===== config.mk =====
export PLATFORM = sky130hd
export DESIGN_NAME = icache_refill_unit
export DESIGN_NICKNAME = d
export VERILOG_FILES = /design/src/rtl/icache_refill_unit.sv
export SDC_FILE = /design/constraint.sdc
export NUM_CORES = 1
export LEC_CHECK = 0
export BUFFER_PORTS_ARGS = -buffer_cell sky130_fd_sc_hd__buf_2
export CORE_AREA = 2 2 152 154
export DETAILED_ROUTE_END_ITERATION = 10
export DIE_AREA = 0 0 154 156
export PLACE_DENSITY = 0.92
export SLEW_MARGIN = 5
export SYNTH_ARGS = -nofsm -noshare
export SYNTH_HDL_FRONTEND = slang
export SYNTH_SLANG_ARGS = --single-unit

===== constraint.sdc =====
create_clock -name clk_i -period 5.45 [get_ports clk_i]
set_clock_uncertainty 0.15 [all_clocks]
set_input_delay 0.545 -clock clk_i [delete_from_list [all_inputs] [get_ports clk_i]]
set_output_delay 0.545 -clock clk_i [all_outputs]
set_load 0.005 [all_outputs]

===== src/rtl/icache_refill_unit.sv =====
// ICache refill unit: takes one missing physical address at a time, issues a
// line-aligned read to memory, assembles the returned beats into a full line,
// then writes tag and data into a round-robin victim way.
//
// Ports:
//   clk_i, rst_i                   clock, synchronous active-high reset
//   miss_valid_i / miss_ready_o    miss handshake, miss_paddr_i is the address
//   mem_req_valid_o / _ready_i     memory read request, mem_req_addr_o is line aligned
//   mem_rsp_valid_i/_data_i/_error_i  response beats, ascending address, no backpressure
//   wr_en_o, wr_index_o, wr_way_o,
//   wr_tag_o, wr_data_o            one-cycle array write of the refilled line
//   refill_done_o, refill_err_o    completion pulses (err coincident with done)

package config_pkg;

  typedef struct packed {
    int unsigned PLEN;
    int unsigned ICACHE_BYTE_SIZE;
    int unsigned ICACHE_SET_ASSOC;
    int unsigned ICACHE_LINE_WIDTH;
  } user_cfg_t;

  typedef struct packed {
    int unsigned PLEN;
    int unsigned ICACHE_BYTE_SIZE;
    int unsigned ICACHE_SET_ASSOC;
    int unsigned ICACHE_LINE_WIDTH;
    int unsigned INDEX_WIDTH;
    int unsigned OFFSET_WIDTH;
    int unsigned TAG_WIDTH;
    int unsigned SET_ASSOC_WIDTH;
  } cfg_t;

  localparam user_cfg_t DefaultUserCfg = '{
    PLEN:              32,
    ICACHE_BYTE_SIZE:  4096,
    ICACHE_SET_ASSOC:  4,
    ICACHE_LINE_WIDTH: 256
  };

  function automatic cfg_t build_config(input user_cfg_t u);
    cfg_t        c;
    int unsigned line_bytes;
    int unsigned sets;
    c                   = '0;
    line_bytes          = u.ICACHE_LINE_WIDTH / 8;
    sets                = u.ICACHE_BYTE_SIZE / (u.ICACHE_SET_ASSOC * line_bytes);
    c.PLEN              = u.PLEN;
    c.ICACHE_BYTE_SIZE  = u.ICACHE_BYTE_SIZE;
    c.ICACHE_SET_ASSOC  = u.ICACHE_SET_ASSOC;
    c.ICACHE_LINE_WIDTH = u.ICACHE_LINE_WIDTH;
    c.OFFSET_WIDTH      = $clog2(line_bytes);
    c.INDEX_WIDTH       = $clog2(sets);
    c.TAG_WIDTH         = u.PLEN - c.INDEX_WIDTH - c.OFFSET_WIDTH;
    // A direct-mapped cache still carries a 1-bit way field (always 0).
    c.SET_ASSOC_WIDTH   = (u.ICACHE_SET_ASSOC > 1) ? $clog2(u.ICACHE_SET_ASSOC) : 1;
    return c;
  endfunction

endpackage

// state   | meaning
// --------+-------------------------------------------------------------
// S_IDLE  | ready for a miss; latches the address on miss_valid_i
// S_REQ   | memory read request held until mem_req_ready_i
// S_RECV  | collecting BEATS response beats into line_q, ORing errors
// S_WRITE | one cycle: array write (if no error) and completion pulses
module icache_refill_unit
  import config_pkg::*;
#(
  parameter cfg_t        Cfg    = build_config(DefaultUserCfg),
  parameter int unsigned MEM_DW = 32
) (
  input  logic                             clk_i,
  input  logic                             rst_i,
  input  logic                             miss_valid_i,
  output logic                             miss_ready_o,
  input  logic [Cfg.PLEN-1:0]              miss_paddr_i,
  output logic                             mem_req_valid_o,
  input  logic                             mem_req_ready_i,
  output logic [Cfg.PLEN-1:0]              mem_req_addr_o,
  input  logic                             mem_rsp_valid_i,
  input  logic [MEM_DW-1:0]                mem_rsp_data_i,
  input  logic                             mem_rsp_error_i,
  output logic                             wr_en_o,
  output logic [Cfg.INDEX_WIDTH-1:0]       wr_index_o,
  output logic [Cfg.SET_ASSOC_WIDTH-1:0]   wr_way_o,
  output logic [Cfg.TAG_WIDTH-1:0]         wr_tag_o,
  output logic [Cfg.ICACHE_LINE_WIDTH-1:0] wr_data_o,
  output logic                             refill_done_o,
  output logic                             refill_err_o
);

  localparam int unsigned PLEN      = Cfg.PLEN;
  localparam int unsigned OFFSET    = Cfg.OFFSET_WIDTH;
  localparam int unsigned INDEX     = Cfg.INDEX_WIDTH;
  localparam int unsigned TAG       = Cfg.TAG_WIDTH;
  localparam int unsigned SA_W      = Cfg.SET_ASSOC_WIDTH;
  localparam int unsigned SET_ASSOC = Cfg.ICACHE_SET_ASSOC;
  localparam int unsigned LINE_W    = Cfg.ICACHE_LINE_WIDTH;
  localparam int unsigned BEATS     = LINE_W / MEM_DW;
  localparam int unsigned BEAT_W    = (BEATS > 1) ? $clog2(BEATS) : 1;
  localparam int unsigned LAST_BEAT = BEATS - 1;

  localparam logic [PLEN-1:0] LINE_MASK = {{(PLEN-OFFSET){1'b1}}, {OFFSET{1'b0}}};

  typedef enum logic [1:0] {
    S_IDLE,
    S_REQ,
    S_RECV,
    S_WRITE
  } state_e;

  state_e              state_q, state_d;
  logic [PLEN-1:0]     paddr_q, paddr_d;
  logic [LINE_W-1:0]   line_q, line_d;
  logic [BEAT_W-1:0]   cnt_q, cnt_d;
  logic                err_q, err_d;
  logic [SA_W-1:0]     victim_q, victim_d;
  logic                miss_ready_q, miss_ready_d;
  logic                mem_req_valid_q, mem_req_valid_d;
  logic                wr_en_q, wr_en_d;
  logic                refill_done_q, refill_done_d;
  logic                refill_err_q, refill_err_d;
  logic                beat_err;

  // Error status including the beat currently being accepted, so the final
  // beat's error is reflected in the WRITE-cycle pulses.
  assign beat_err = err_q | mem_rsp_error_i;

  always_comb begin
    state_d         = state_q;
    paddr_d         = paddr_q;
    line_d          = line_q;
    cnt_d           = cnt_q;
    err_d           = err_q;
    victim_d        = victim_q;
    wr_en_d         = 1'b0;
    refill_done_d   = 1'b0;
    refill_err_d    = 1'b0;

    case (state_q)
      S_IDLE: begin
        if (miss_valid_i) begin
          paddr_d = miss_paddr_i;
          cnt_d   = '0;
          err_d   = 1'b0;
          state_d = S_REQ;
        end
      end
      S_REQ: begin
        if (mem_req_ready_i) state_d = S_RECV;
      end
      S_RECV: begin
        if (mem_rsp_valid_i) begin
          line_d[cnt_q*MEM_DW +: MEM_DW] = mem_rsp_data_i;
          cnt_d = cnt_q + BEAT_W'(1);
          err_d = beat_err;
          if (cnt_q == BEAT_W'(LAST_BEAT)) begin
            state_d       = S_WRITE;
            wr_en_d       = ~beat_err;
            refill_done_d = 1'b1;
            refill_err_d  = beat_err;
          end
        end
      end
      S_WRITE: begin
        state_d = S_IDLE;
        // A failed refill leaves the victim pointer alone so the retry reuses the way.
        if (!err_q) begin
          victim_d = (victim_q == SA_W'(SET_ASSOC - 1)) ? '0 : victim_q + SA_W'(1);
        end
      end
      default: state_d = S_IDLE;
    endcase

    miss_ready_d    = (state_d == S_IDLE);
    mem_req_valid_d = (state_d == S_REQ);
  end

  always_ff @(posedge clk_i) begin
    if (rst_i) begin
      state_q         <= S_IDLE;
      paddr_q         <= '0;
      line_q          <= '0;
      cnt_q           <= '0;
      err_q           <= 1'b0;
      victim_q        <= '0;
      miss_ready_q    <= 1'b1;
      mem_req_valid_q <= 1'b0;
      wr_en_q         <= 1'b0;
      refill_done_q   <= 1'b0;
      refill_err_q    <= 1'b0;
    end else begin
      state_q         <= state_d;
      paddr_q         <= paddr_d;
      line_q          <= line_d;
      cnt_q           <= cnt_d;
      err_q           <= err_d;
      victim_q        <= victim_d;
      miss_ready_q    <= miss_ready_d;
      mem_req_valid_q <= mem_req_valid_d;
      wr_en_q         <= wr_en_d;
      refill_done_q   <= refill_done_d;
      refill_err_q    <= refill_err_d;
    end
  end

  assign miss_ready_o    = miss_ready_q;
  assign mem_req_valid_o = mem_req_valid_q;
  assign mem_req_addr_o  = paddr_q & LINE_MASK;
  assign wr_en_o         = wr_en_q;
  assign wr_index_o      = paddr_q[OFFSET +: INDEX];
  assign wr_tag_o        = paddr_q[PLEN-1 -: TAG];
  assign wr_way_o        = victim_q;
  assign wr_data_o       = line_q;
  assign refill_done_o   = refill_done_q;
  assign refill_err_o    = refill_err_q;

endmodule


==> Word level (Yosys, flattened, before mapping) <==
Cells that the tools add are included.
{ "totals": {"ff_bits": 301, "output_inout_bits": 322} }
{ "classes": {"n_addsub": 3, "n_eq_ne": 8, "n_shift": 2, "mux": 14, "bitwise": 6, "reduce_logical": 9} }
{ "op_table": {"columns": ["operator", "n"], "rows": [
  ["$bwmux W256", 1],
  ["$shift A32 B34 Y256 const A", 1],
  ["$shiftx A32 B34 Y256", 1],
  ["$neg A8 Y34", 1],
  ["$mux W2", 5],
  ["$pmux W2 S4", 1],
  ["$eq A2 B2 Y1 const B", 3],
  ["$mux W3", 2],
  ["$pmux W3 S2", 1],
  ["$reduce_and A2 Y1", 3],
  ["$not A1 Y1", 5],
  ["$eq A2 B1 Y1 const B", 2],
  ["$logic_not A2 Y1", 2],
  ["$ne A2 B2 Y1 const B", 2],
  ["$reduce_or A4 Y1", 1],
  ["$add A3 B1 Y3 const B", 1],
  ["$eq A3 B3 Y1 const B", 1],
  ["$mux W1", 3],
  ["$reduce_and A3 Y1", 1],
  ["$reduce_or A3 Y1", 1],
  ["$add A2 B1 Y2 const B", 1],
  ["$pmux W1 S2", 1],
  ["$reduce_bool A2 Y1", 1],
  ["$or A1 B1 Y1", 1]
]} }

==> Logic depth before layout (Yosys ltp) <==
Gate-level depths: netlist of the first run.
{ "depth": {"ltp_word": 5, "depth_mapped": 9} }

==> Least setup slack after synthesis of the first run <==
No wires, ideal clock.
{ "synth_path": {"path_kind": "reg-to-reg", "from": "register cnt_q[0]", "to": "register line_q[10], in the netlist wr_data_o[10]", "setup_ns": 0.121, "t_arrival_ns": 2.271, "path_slack_ns": 2.909, "stages_incl_launch_ff": 10, "path_buffers": 3, "path_cell_list": "dfxtp_1 buf_6 inv_1 ha_1 ha_1 buf_2 nor4b_1 nand3_1 buf_2 mux2_2"} }
{ "synth_between": {"elab_chain_cells": 3} }
{ "synth_rtl": {"columns": ["item", "line_no", "rtl"], "rows": [
  ["from (decl)", "117", "logic [BEAT_W-1:0] cnt_q, cnt_d;"],
  ["from (signal assigned)", "198", "cnt_q <= cnt_d;"],
  ["$neg A8 Y34 *", "156", "line_d[cnt_q*MEM_DW +: MEM_DW] = mem_rsp_data_i;"],
  ["$shiftx A32 B34 Y256 / $shift A32 B34 Y256 (equally long branches)", "156", null],
  ["$bwmux W256 *", "156", null],
  ["to (signal assigned)", "197", "line_q <= line_d;"],
  ["to (decl)", "116", "logic [LINE_W-1:0] line_q, line_d;"]
]} }
Every way passes the cells marked *; elsewhere a longest branch is shown, timed or not.
A chain may end at the register's enable or synchronous reset.

==> Worst setup path after layout of the first run <==
{ "layout_path": {"from": "register cnt_q[0]", "to": "register line_q[72], in the netlist wr_data_o[72]"} }
Same word-level chain as after synthesis.

==> summary.md, run 1 <==
| Metric | Value |
|---|---|
| Layout Cells excl Fill | 1,875 |
| Clock Power Share | 45.0% |
| Lkg Pwr | 6.50 nW |
| Final #Nets | 1,645 |
| Initial drt markers | 1,022 |
| Yosys warns | 0 |
| Psw | 1.04 mW |
| Sequential Power Share | 49.9% |
| Io pins | 392 |
| Die Width | 154 um |
| Largest net degree at the start of global routing | 98 |
| # setup viols final | 0 |
| Vias in the first global route | 10,700 |
| Worst vdd ir | 0.000217 V |
| Synth top area share | 49.0% |
| Hpwl dp | 26.5 mm |
| H-tree levels | 1 |
| Minimum clock period | 3.94 ns |
| Synthesized instance count | 1,281 |
| CTS tree | done |
| Power per Cell Area | 299 nW/um^2 |
| Yosys reg bits | 296 |
| Clock Latency Late Sink | 0.55 ns |
| Critical Path RT | 5.79 ns |
| Routed WL | 39.1 mm |
| Top_reg_cell synth | dfxtp_1 |
| Hold Crit Class | in -> reg |
| Sequential area share after synthesis | 49.0% |
| WS Path Type | reg -> reg |
| Worst EP arrival | 4.27 ns |
| Post-CTS setup buffers | 0 |
| # diodes | 0 |
| Cts bufs inserted | 30 |
| Root buf cell | clkbuf_16 |
| Worst setup SP type | flop |
| Netlist Area Pre-Place | 12,100 um^2 |
| Layout fillers | 1,711 |
| Setup crit end kind | flop |
| Placed Cells | 1,820 |
| Layout cell share with drive strength beyond 1 | 31.6% |
| Tot GR Track Use | 30.7% |
| Max Fclk | 254 MHz |
| Pint | 3.38 mW |
| Initial antenna violation count | 0 |
| Setup tns final | 0 ns |
| DR WL/cell | 20.9 um |
| DRC | 0 |
| CTS Sinks | 296 |
| Switching share of power | 23.5% |
| Hold Vio Cnt, Final | 0 |
| Tightest Pin Transition | 1.19 ns |
| Clock transition at path regs | 0.07 ns |
| Hold buffers post-CTS | 0 |
| Combinational Power Share | 5.1% |
| Reg-to-reg startpoint | cnt_q[0] |
| Post-synth ARST share | 0% |
| Die ar. | 24,000 um^2 |
| 1st-pass router iterations | 6 |
| Synth cell types | 45 |
| R2R Setup Slk | 1.51 ns |
| Synth top area cells | dfxtp_1 49%, mux2i_1 11%, nand2_1 8.8% |
| Post-synth EDFFs | 0 |
| IO Port Bufs | 381 |
| First-pass GRT wire length | 59.0 mm |
| Initial Utilization | 54.1% |
| Commonest cells in the netlist | 296 x dfxtp_1, 283 x nand2_1, 128 x mux2i_1, 78 x clkbuf_1, 68 x a21oi_1 |
| Core Rows | 55 |
| R2R Path End | wr_data_o[72] |
| Maximum root-to-sink buffer count | 3 |
| Via count | 11,100 |
| Maximum fanout along the worst path | 23 |
| RSZ-0062 raised after global routing | false |
| Crit share post-route | 72.3% |
| Post-cts sizing count | 0 |
| Core area | 22,400 um^2 |
| Cell accounting for the most synthesized area | dfxtp_1 |
| Worst Setup EP | wr_data_o[72] |
| Cell with the most instances after synthesis | dfxtp_1 |
| Slew HR | 20.3% |
| Area grow syn2layout | 22.0% |
| Launch point of the critical path | cnt_q[0] |
| Max-Cap Viols | 0 |
| DIE HEIGHT | 156 um |
| Congestion Overflow GR | 0 |
| GPL Wtd Cong | 0.882 |
| Mean Syn Cell Area | 9.45 um^2 |
| ANT nets after route | 0 |
| Outcome | finished, final reports clean |
| Fin. max-slew vios | 0 |
| R2r worst-path depth | 8 |
| Vias/cell | 5.91 |
layer usage:
layer / vias up / track usage [%] / part of all wire (%)
li1: 5004 / - / -
met1: 5308 / 37.8 / 39
met2: 667 / 52.7 / 48
met3: 110 / 6.17 / 9.1
met4: 0 / 12.6 / 3.5
met5: - / 0 / 0
worst min path at each step:
stage                          from        endpoint  depth (start not counted)
floorplan            wr_data_o[128]  wr_data_o[128]                          2
detailed placement   wr_data_o[153]  wr_data_o[153]                          2
finish              mem_rsp_error_i         wr_en_o                          2
CTS                 mem_rsp_error_i         wr_en_o                          2
global route        mem_rsp_error_i         wr_en_o                          2
global placement     wr_data_o[185]  wr_data_o[185]                          2
registers in the layout, summed over array words and instances (netlist names), 2 cells and up:
| name | count |
|---|---|
| state_q | 2 |
| cnt_q | 3 |
| wr_way_o | 2 |
| wr_data_o | 256 |
| paddr_q | 27 |
metrics by stage:
stage	utilization (%)	total power, mW	hold WS, ns	setup slack, ns	area, um^2
3_5_place_dp	61.8	2.47	0.295	1.64	13800
3_3_place_gp	61.8	2.47	0.289	1.78	13800
4_1_cts	66.0	4.42	0.0291	1.62	14800
2_1_floorplan	-	2.38	0.301	2.91	12100
5_1_grt	66.0	4.54	0.0364	1.35	14800
6_report	66.0	4.41	0.0441	1.51	14800
area by class of cell:
class / instances / area, um^2 / share of cell area, %
Multi-Input combinational cell: 832 / 5440 / 36.8
Clock buffer: 42 / 877 / 5.94
Sequential cell: 296 / 5930 / 40.1
Inverter: 5 / 21.3 / 0.144
Timing Repair Buffer: 402 / 2070 / 14.0
Tap cell: 285 / 357 / 2.42
Clock inverter: 13 / 77.6 / 0.525
power by group through the flow:
stage               registers [mW]  clock network [mW]  logic, mW
global placement              2.25                   0      0.217
CTS                           2.20                2.00      0.221
detailed placement            2.25                   0      0.220
finish                        2.20                1.99      0.225
floorplan                     2.25                   0      0.135
global route                  2.20                2.10      0.241
cells by family after synthesis:
group	count (synthesis)	synth area share, %
adders and majority gates	8	0.827
AOI/OAI and AO/OA	204	11.3
and+or+nand+nor	455	18.5
DFF	296	49.0
buffers and inverters	157	6.80
muxes	160	13.6
other	1	0.0310
placed cells by master, fill, tap and decap left out, types with 2 or more instances in the layout:
master,count
mux2_2,32
inv_1,4
or3_1,2
conb_1,5
mux2i_1,128
nand4b_1,3
nor2b_1,65
nor4b_4,3
a21oi_1,67
clkbuf_8,6
nor2_1,6
buf_2,380
o31ai_1,32
nand2_1,283
nand3_2,2
a22o_1,32
nand3_1,4
o311ai_0,32
o21ai_0,36
nor3_4,2
and4b_1,2
nor3_1,2
dfxtp_1,296
clkinv_2,9
buf_4,21
clkbuf_1,5
inv_6,2
clkinvlp_4,2
nand2b_1,2
nand4_1,64
and3b_1,3
ha_1,8
clkbuf_16,31
worst max-delay path, stage by stage (launching register included):
cell     delay [ns]
dfxtp_1        0.78
inv_1          0.19
ha_1           0.27
ha_1           0.69
o31ai_4        0.30
buf_4          0.30
nor4_4         0.56
buf_4          0.43
a22o_1         0.20
Power figures use the tool's default switching activity.
==> inputs of run 2 (changes only) <==
CORE_AREA = unset   (was 2 2 152 154)
CORE_UTILIZATION = 51   (was unset)
DIE_AREA = unset   (was 0 0 154 156)
PLACE_DENSITY = 0.88   (was 0.92)
clock period = 4 ns   (was 5.45 ns; I/O delays follow)
==> run 2 against run 1 <==
Compared with the run above: register-to-register slack worse by 0.93 ns; power up 41%; hold slack worse by 0.023 ns; maximum frequency up 15%; critical path depth down 2; wire length up 2.2%; setup slack worse by 0.93 ns; sequential power up 36%; combinational power up 54%; cell area up 4.0%; via count up 2.8%; largest power group unchanged; highest routed layer is now met5.
==> summary.md, run 2 (synthesis results as in run 1) <==
| Metric | Value |
|---|---|
| WS Path Type | reg -> reg (unchanged) |
| DIE HEIGHT | 156 um (about the same) |
| Largest net degree at the start of global routing | 115 (was 98) |
| Area grow syn2layout | 26.9% (was 22.0%) |
| Clock Power Share | 46.2% (was 45.0%) |
| Layout cell share with drive strength beyond 1 | 30.8% (was 31.6%) |
| 1st-pass router iterations | 5 (was 6) |
| Psw | 1.44 mW (was 1.04 mW) |
| Worst setup SP type | flop (unchanged) |
| Util after Layout | 65.6% (was 66.0%) |
| Final hold slack | 0.0214 ns (was 0.0441 ns) |
| Placement Setup Slack | 0.678 ns (was 1.64 ns) |
| Initial antenna violation count | 2 (was 0) |
| Slew HR | 25.8% (was 20.3%) |
| Max-Cap Viols | 0 (unchanged) |
| Commonest non-fill, non-tap cells in the layout | 380 x buf_2, 296 x dfxtp_1, 283 x nand2_1 (unchanged) |
| Combinational Power Share | 5.6% (was 5.1%) |
| Io pins | 392 (unchanged) |
| Pint | 4.79 mW (was 3.38 mW) |
| DR WL/cell | 20.4 um (was 20.9 um) |
| CTS tree | done (unchanged) |
| Initial Utilization | 51.7% (was 54.1%) |
| Hold Vio Cnt, Final | 0 (unchanged) |
| Placed Cells | 1,858 (was 1,820) |
| Vias in the first global route | 10,800 (was 10,700) |
| H-tree levels | 1 (unchanged) |
| Root buf cell | clkbuf_16 (unchanged) |
| Tightest Pin Transition | 1.11 ns (was 1.19 ns) |
| Fin. max-slew vios | 0 (unchanged) |
| Tot GR Track Use | 31.5% (was 30.7%) |
| Setup crit end kind | flop (unchanged) |
| Max FFs per register | 256 (unchanged) |
| Vias/cell | 5.83 (was 5.91) |
| Sequential Power Share | 48.2% (was 49.9%) |
| Max Fclk | 293 MHz (was 254 MHz) |
| Die ar. | 24,400 um^2 (was 24,000 um^2) |
| Final worst slack | 0.584 ns (was 1.51 ns) |
| Switching share of power | 23.1% (was 23.5%) |
| Layout Cells excl Fill | 1,956 (was 1,875) |
| Most common cell after layout, fill and taps aside | buf_2 (unchanged) |
| DRC | 0 (unchanged) |
| Hold Crit Class | in -> reg (unchanged) |
| Maximum root-to-sink buffer count | 3 (unchanged) |
| Die Width | 156 um (was 154 um) |
| Final #Nets | 1,694 (was 1,645) |
| # diodes | 0 (unchanged) |
| Setup tns final | 0 ns (unchanged) |
| Core Rows | 56 (was 55) |
| Crit share post-route | 85.4% (was 72.3%) |
| Cts bufs inserted | 30 (unchanged) |
| Via count | 11,400 (was 11,100) |
| # setup viols final | 0 (unchanged) |
| Routed WL | 40.0 mm (was 39.1 mm) |
| Maximum fanout along the worst path | 32 (was 23) |
| ANT nets after route | 0 (unchanged) |
| Worst EP arrival | 3.75 ns (was 4.27 ns) |
| CTS Sinks | 296 (unchanged) |
| Minimum clock period | 3.42 ns (was 3.94 ns) |
| Congestion Overflow GR | 0 (unchanged) |
| Hpwl dp | 26.0 mm (was 26.5 mm) |
| Power per Cell Area | 406 nW/um^2 (was 299 nW/um^2) |
| Lkg Pwr | 6.72 nW (was 6.50 nW) |
| Clock Latency Late Sink | 0.55 ns (about the same) |
| Core area | 23,400 um^2 (was 22,400 um^2) |
| IO Port Bufs | 381 (unchanged) |
| GPL Wtd Cong | 0.842 (was 0.882) |
| RSZ-0062 raised after global routing | false (unchanged) |
| Worst vdd ir | 0.000303 V (was 0.000217 V) |
| First-pass GRT wire length | 59.7 mm (was 59.0 mm) |
| Critical Path RT | 4.33 ns (was 5.79 ns) |
| Initial drt markers | 974 (was 1,022) |
| Post-CTS setup buffers | 0 (unchanged) |
| Outcome | finished, final reports clean (unchanged) |
| Clock transition at path regs | 0.06 ns (was 0.07 ns) |
[run 2: path summary, 6_finish.rpt]
check,from,end,slack (ns),cells after the start
worst max-delay path,cnt_q[0],wr_data_o[75],0.58,6
worst min-delay path,mem_rsp_data_i[28],wr_data_o[92],0.02,2
worst max register to register,cnt_q[0],wr_data_o[75],0.58,6
worst min register to register,wr_data_o[180],wr_data_o[180],0.30,2
[run 2: repair_timing]
item	in CTS	in global routing
hold endpoints to repair	53	0
hold buffers	45	0
resized for setup	0	0
[run 2: critical path: stages (launching register included)]
cell and delay [ns]:
dfxtp_1 0.76, inv_1 0.19, ha_1 0.28, ha_1 0.46, o31a_2 0.31, a21oi_4 0.88, a22o_1 0.30
[run 2: power groups by stage]
stage	clock network, mW	logic, mW	registers, mW
after floorplan	0	0.184	3.06
after global placement	0	0.297	3.07
after detailed placement	0	0.300	3.07
after CTS	2.90	0.335	3.00
after global routing	3.02	0.371	3.01
final	2.88	0.346	3.00
[run 2: layout make-up]
| class | count | area (um^2) |
|---|---|---|
| fillers | 1779 | 8050 |
| flip-flops and latches | 296 | 5930 |
| multi-input cells | 832 | 5440 |
| repair buffers | 451 | 2560 |
| clock buffers | 42 | 857 |
| well taps | 319 | 399 |
| clock inverters | 11 | 150 |
| inverters | 5 | 21.3 |
[run 2: per-stage QoR]
stage	power [mW]	instance area (um^2)
floorplan	3.24	12100
global placement	3.36	13900
detailed placement	3.37	13900
CTS	6.24	15400
global route	6.39	15400
finish	6.23	15400
[run 2: per-layer routing]
layer	share of wire, %	up-vias	global-route usage [%]
li1	-	5101	-
met1	39	5439	38.2
met2	47	701	52.8
met3	9.0	155	6.22
met4	5.1	2	16.2
met5	0.040	-	0
==> inputs of run 3 (changes only) <==
CORE_ASPECT_RATIO = 0.7   (was unset)
HOLD_SLACK_MARGIN = 0.1   (was unset)
TNS_END_PERCENT = 10   (was unset)
==> run 3 against run 2 <==
Compared with the run above: clock-buffer cell count grew 3; die area is essentially flat; cell area up 0.72%; power decreased by 3.8%; largest power group unchanged; combinational power rose by 7.2%; first-iteration DRC count fell by 12%; maximum frequency is 0.28% higher; via count about the same; global-route usage decreased by 0.24 points; sequential cell count unchanged; setup slack improved by 0.0095 ns; clock power down 9.0%.
==> summary.md, run 3 (synthesis results as in run 1) <==
| Metric | Value |
|---|---|
| Placed Cells | 1,856 (was 1,858) |
| Buffers & Inverters on Critical Path | 2 (was 1) |
| Initial Utilization | 52.7% (was 51.7%) |
| Initial drt markers | 860 (was 974) |
| Slowest stage cell, crit path | a21oi_4 (unchanged) |
| CTS tree | done (unchanged) |
| Tot GR Track Use | 31.2% (was 31.5%) |
| Root buf cell | clkbuf_16 (unchanged) |
| Die ar. | 24,400 um^2 (about the same) |
| Worst EP arrival | 3.74 ns (was 3.75 ns) |
| First-pass GRT wire length | 59.1 mm (was 59.7 mm) |
| DIE HEIGHT | 131 um (was 156 um) |
| Vias in the first global route | 10,500 (was 10,800) |
| DRC | 0 (unchanged) |
| Cts bufs inserted | 29 (was 30) |
| Clock transition at path regs | 0.06 ns (about the same) |
| GRT busiest layer | met2 (unchanged) |
| Vias/cell | 5.79 (was 5.83) |
| Area grow syn2layout | 27.8% (was 26.9%) |
| Hold Vio Cnt, Final | 0 (unchanged) |
| Io pins | 392 (unchanged) |
| Layout cell share with drive strength beyond 1 | 30.3% (was 30.8%) |
| ANT nets after route | 0 (unchanged) |
| # setup viols final | 0 (unchanged) |
| RSZ-0062 raised after global routing | false (unchanged) |
| Worst vdd ir | 0.000370 V (was 0.000303 V) |
| Minimum clock period | 3.41 ns (was 3.42 ns) |
| Setup tns final | 0 ns (unchanged) |
| Fin. max-slew vios | 0 (unchanged) |
| Max FFs per register | 256 (unchanged) |
| Slew HR | 29.3% (was 25.8%) |
| H-tree levels | 1 (unchanged) |
| Core area | 23,000 um^2 (was 23,400 um^2) |
| IO Port Bufs | 381 (unchanged) |
| Layout Cells excl Fill | 1,968 (was 1,956) |
| Hold Crit Class | in -> reg (unchanged) |
| Worst setup SP type | flop (unchanged) |
| Maximum fanout along the worst path | 32 (unchanged) |
| Most common cell after layout, fill and taps aside | buf_2 (unchanged) |
| Clock Latency Late Sink | 0.53 ns (was 0.55 ns) |
| Maximum root-to-sink buffer count | 3 (unchanged) |
| Critical Path RT | 4.33 ns (about the same) |
| DR WL/cell | 20.5 um (was 20.4 um) |
| Initial antenna violation count | 0 (was 2) |
| Worst-path cell chain | inv_1 > ha_1 > ha_1 > o31a_1 > buf_4 > a21oi_4 > a22o_1 (was inv_1 > ha_1 > ha_1 > o31a_2 > a21oi_4 > a22o_1) |
| Layout fillers | 1,719 (was 1,779) |
| CTS Sinks | 296 (unchanged) |
| Outcome | finished, final reports clean (unchanged) |
| Final worst slack | 0.593 ns (was 0.584 ns) |
| Max-Cap Viols | 0 (unchanged) |
| GPL Wtd Cong | 0.857 (was 0.842) |
| WS Path Type | reg -> reg (unchanged) |
| Routed WL | 40.3 mm (was 40.0 mm) |
| Commonest non-fill, non-tap cells in the layout | 380 x buf_2, 296 x dfxtp_1, 283 x nand2_1 (unchanged) |
| Most used cell, CP | ha_1 (unchanged) |
| # diodes | 0 (unchanged) |
| Final #Nets | 1,716 (was 1,694) |
| Die Width | 186 um (was 156 um) |
| Via count | 11,400 (about the same) |
| Power per Cell Area | 387 nW/um^2 (was 406 nW/um^2) |
| Final hold slack | 0.137 ns (was 0.0214 ns) |
| Max Fclk | 294 MHz (was 293 MHz) |
| Placement Setup Slack | 0.609 ns (was 0.678 ns) |
| Met2 global-route usage | 49.9% (was 52.8%) |
| Global routing met1 resource utilization | 40.2% (was 38.2%) |
| Lkg Pwr | 6.78 nW (was 6.72 nW) |
| Largest net degree at the start of global routing | 116 (was 115) |
| Core Rows | 46 (was 56) |
| Worst path max stage delay | 0.84 ns (was 0.88 ns) |
| Congestion Overflow GR | 0 (unchanged) |
| Hpwl dp | 26.4 mm (was 26.0 mm) |
| Crit-path leading delay family | compound AO/OA/AOI/OAI gates (unchanged) |
| Tightest Pin Transition | 1.06 ns (was 1.11 ns) |
| Met3 GRT Util | 8.43% (was 6.22%) |
| Setup crit end kind | flop (unchanged) |
| 1st-pass router iterations | 5 (unchanged) |
| Post-CTS setup buffers | 0 (unchanged) |
| Crit share post-route | 85.2% (was 85.4%) |
-- run 3: cell types whose count changed in the layout (fill, tap and decap cells not counted) --
cell           change
inv_8              +1
clkinvlp_4         -2
buf_12             +1
clkbuf_1           +3
bufinv_16          -2
o31a_1             +1
dlygate4sd3_1     +18
buf_4              +4
clkbuf_8           +2
clkbuf_16          -2
clkinv_4           -3
o31a_2             -1
inv_6              -1
-- run 3: final timing paths --
check                     start              to  slack [ns]  cells past startpoint
setup / recovery       cnt_q[0]   wr_data_o[82]        0.59                      7
setup reg to reg       cnt_q[0]   wr_data_o[82]        0.59                      7
hold / removal            rst_i  wr_data_o[112]        0.14                      2
hold reg to reg   wr_data_o[48]   wr_data_o[48]        0.31                      2
-- run 3: timing repair --
item | CTS | global route
gates resized for setup | 0 | 0
hold buffers | 63 | 0
hold endpoints to repair | 130 | 0
-- run 3: power by group --
group / internal, mW / leakage [nW] / switching [mW]
Clock: 1.51 / 0.440 / 1.11
Combinational: 0.142 / 3.95 / 0.229
Sequential: 2.98 / 2.39 / 0.0252
Total: 4.62 / 6.78 / 1.37
-- run 3: routing by layer --
layer  vias to the layer above  share of wire [%]
met1                      5477                 41
met4                         0                3.7
met2                       680                 45
li1                       5138                  -
met5                         -                  0
met3                       107                 11
-- run 3: layout make-up --
cell class | instances | area, um^2 | share of cell area [%]
well taps | 312 | 390 | 2.52
flip-flops and latches | 296 | 5930 | 38.3
inverters | 5 | 21.3 | 0.138
repair buffers | 474 | 2790 | 18.1
multi-input cells | 832 | 5440 | 35.2
clock buffers | 45 | 846 | 5.47
clock inverters | 4 | 51.3 | 0.332
-- run 3: per-stage QoR --
stage	power (mW)	area (um^2)	utilization, %
after CTS	6.00	15500	67.3
after global placement	3.37	13900	60.7
after global routing	6.17	15500	67.3
after detailed placement	3.37	13900	60.7
final	5.99	15500	67.3
after floorplan	3.24	12100	-
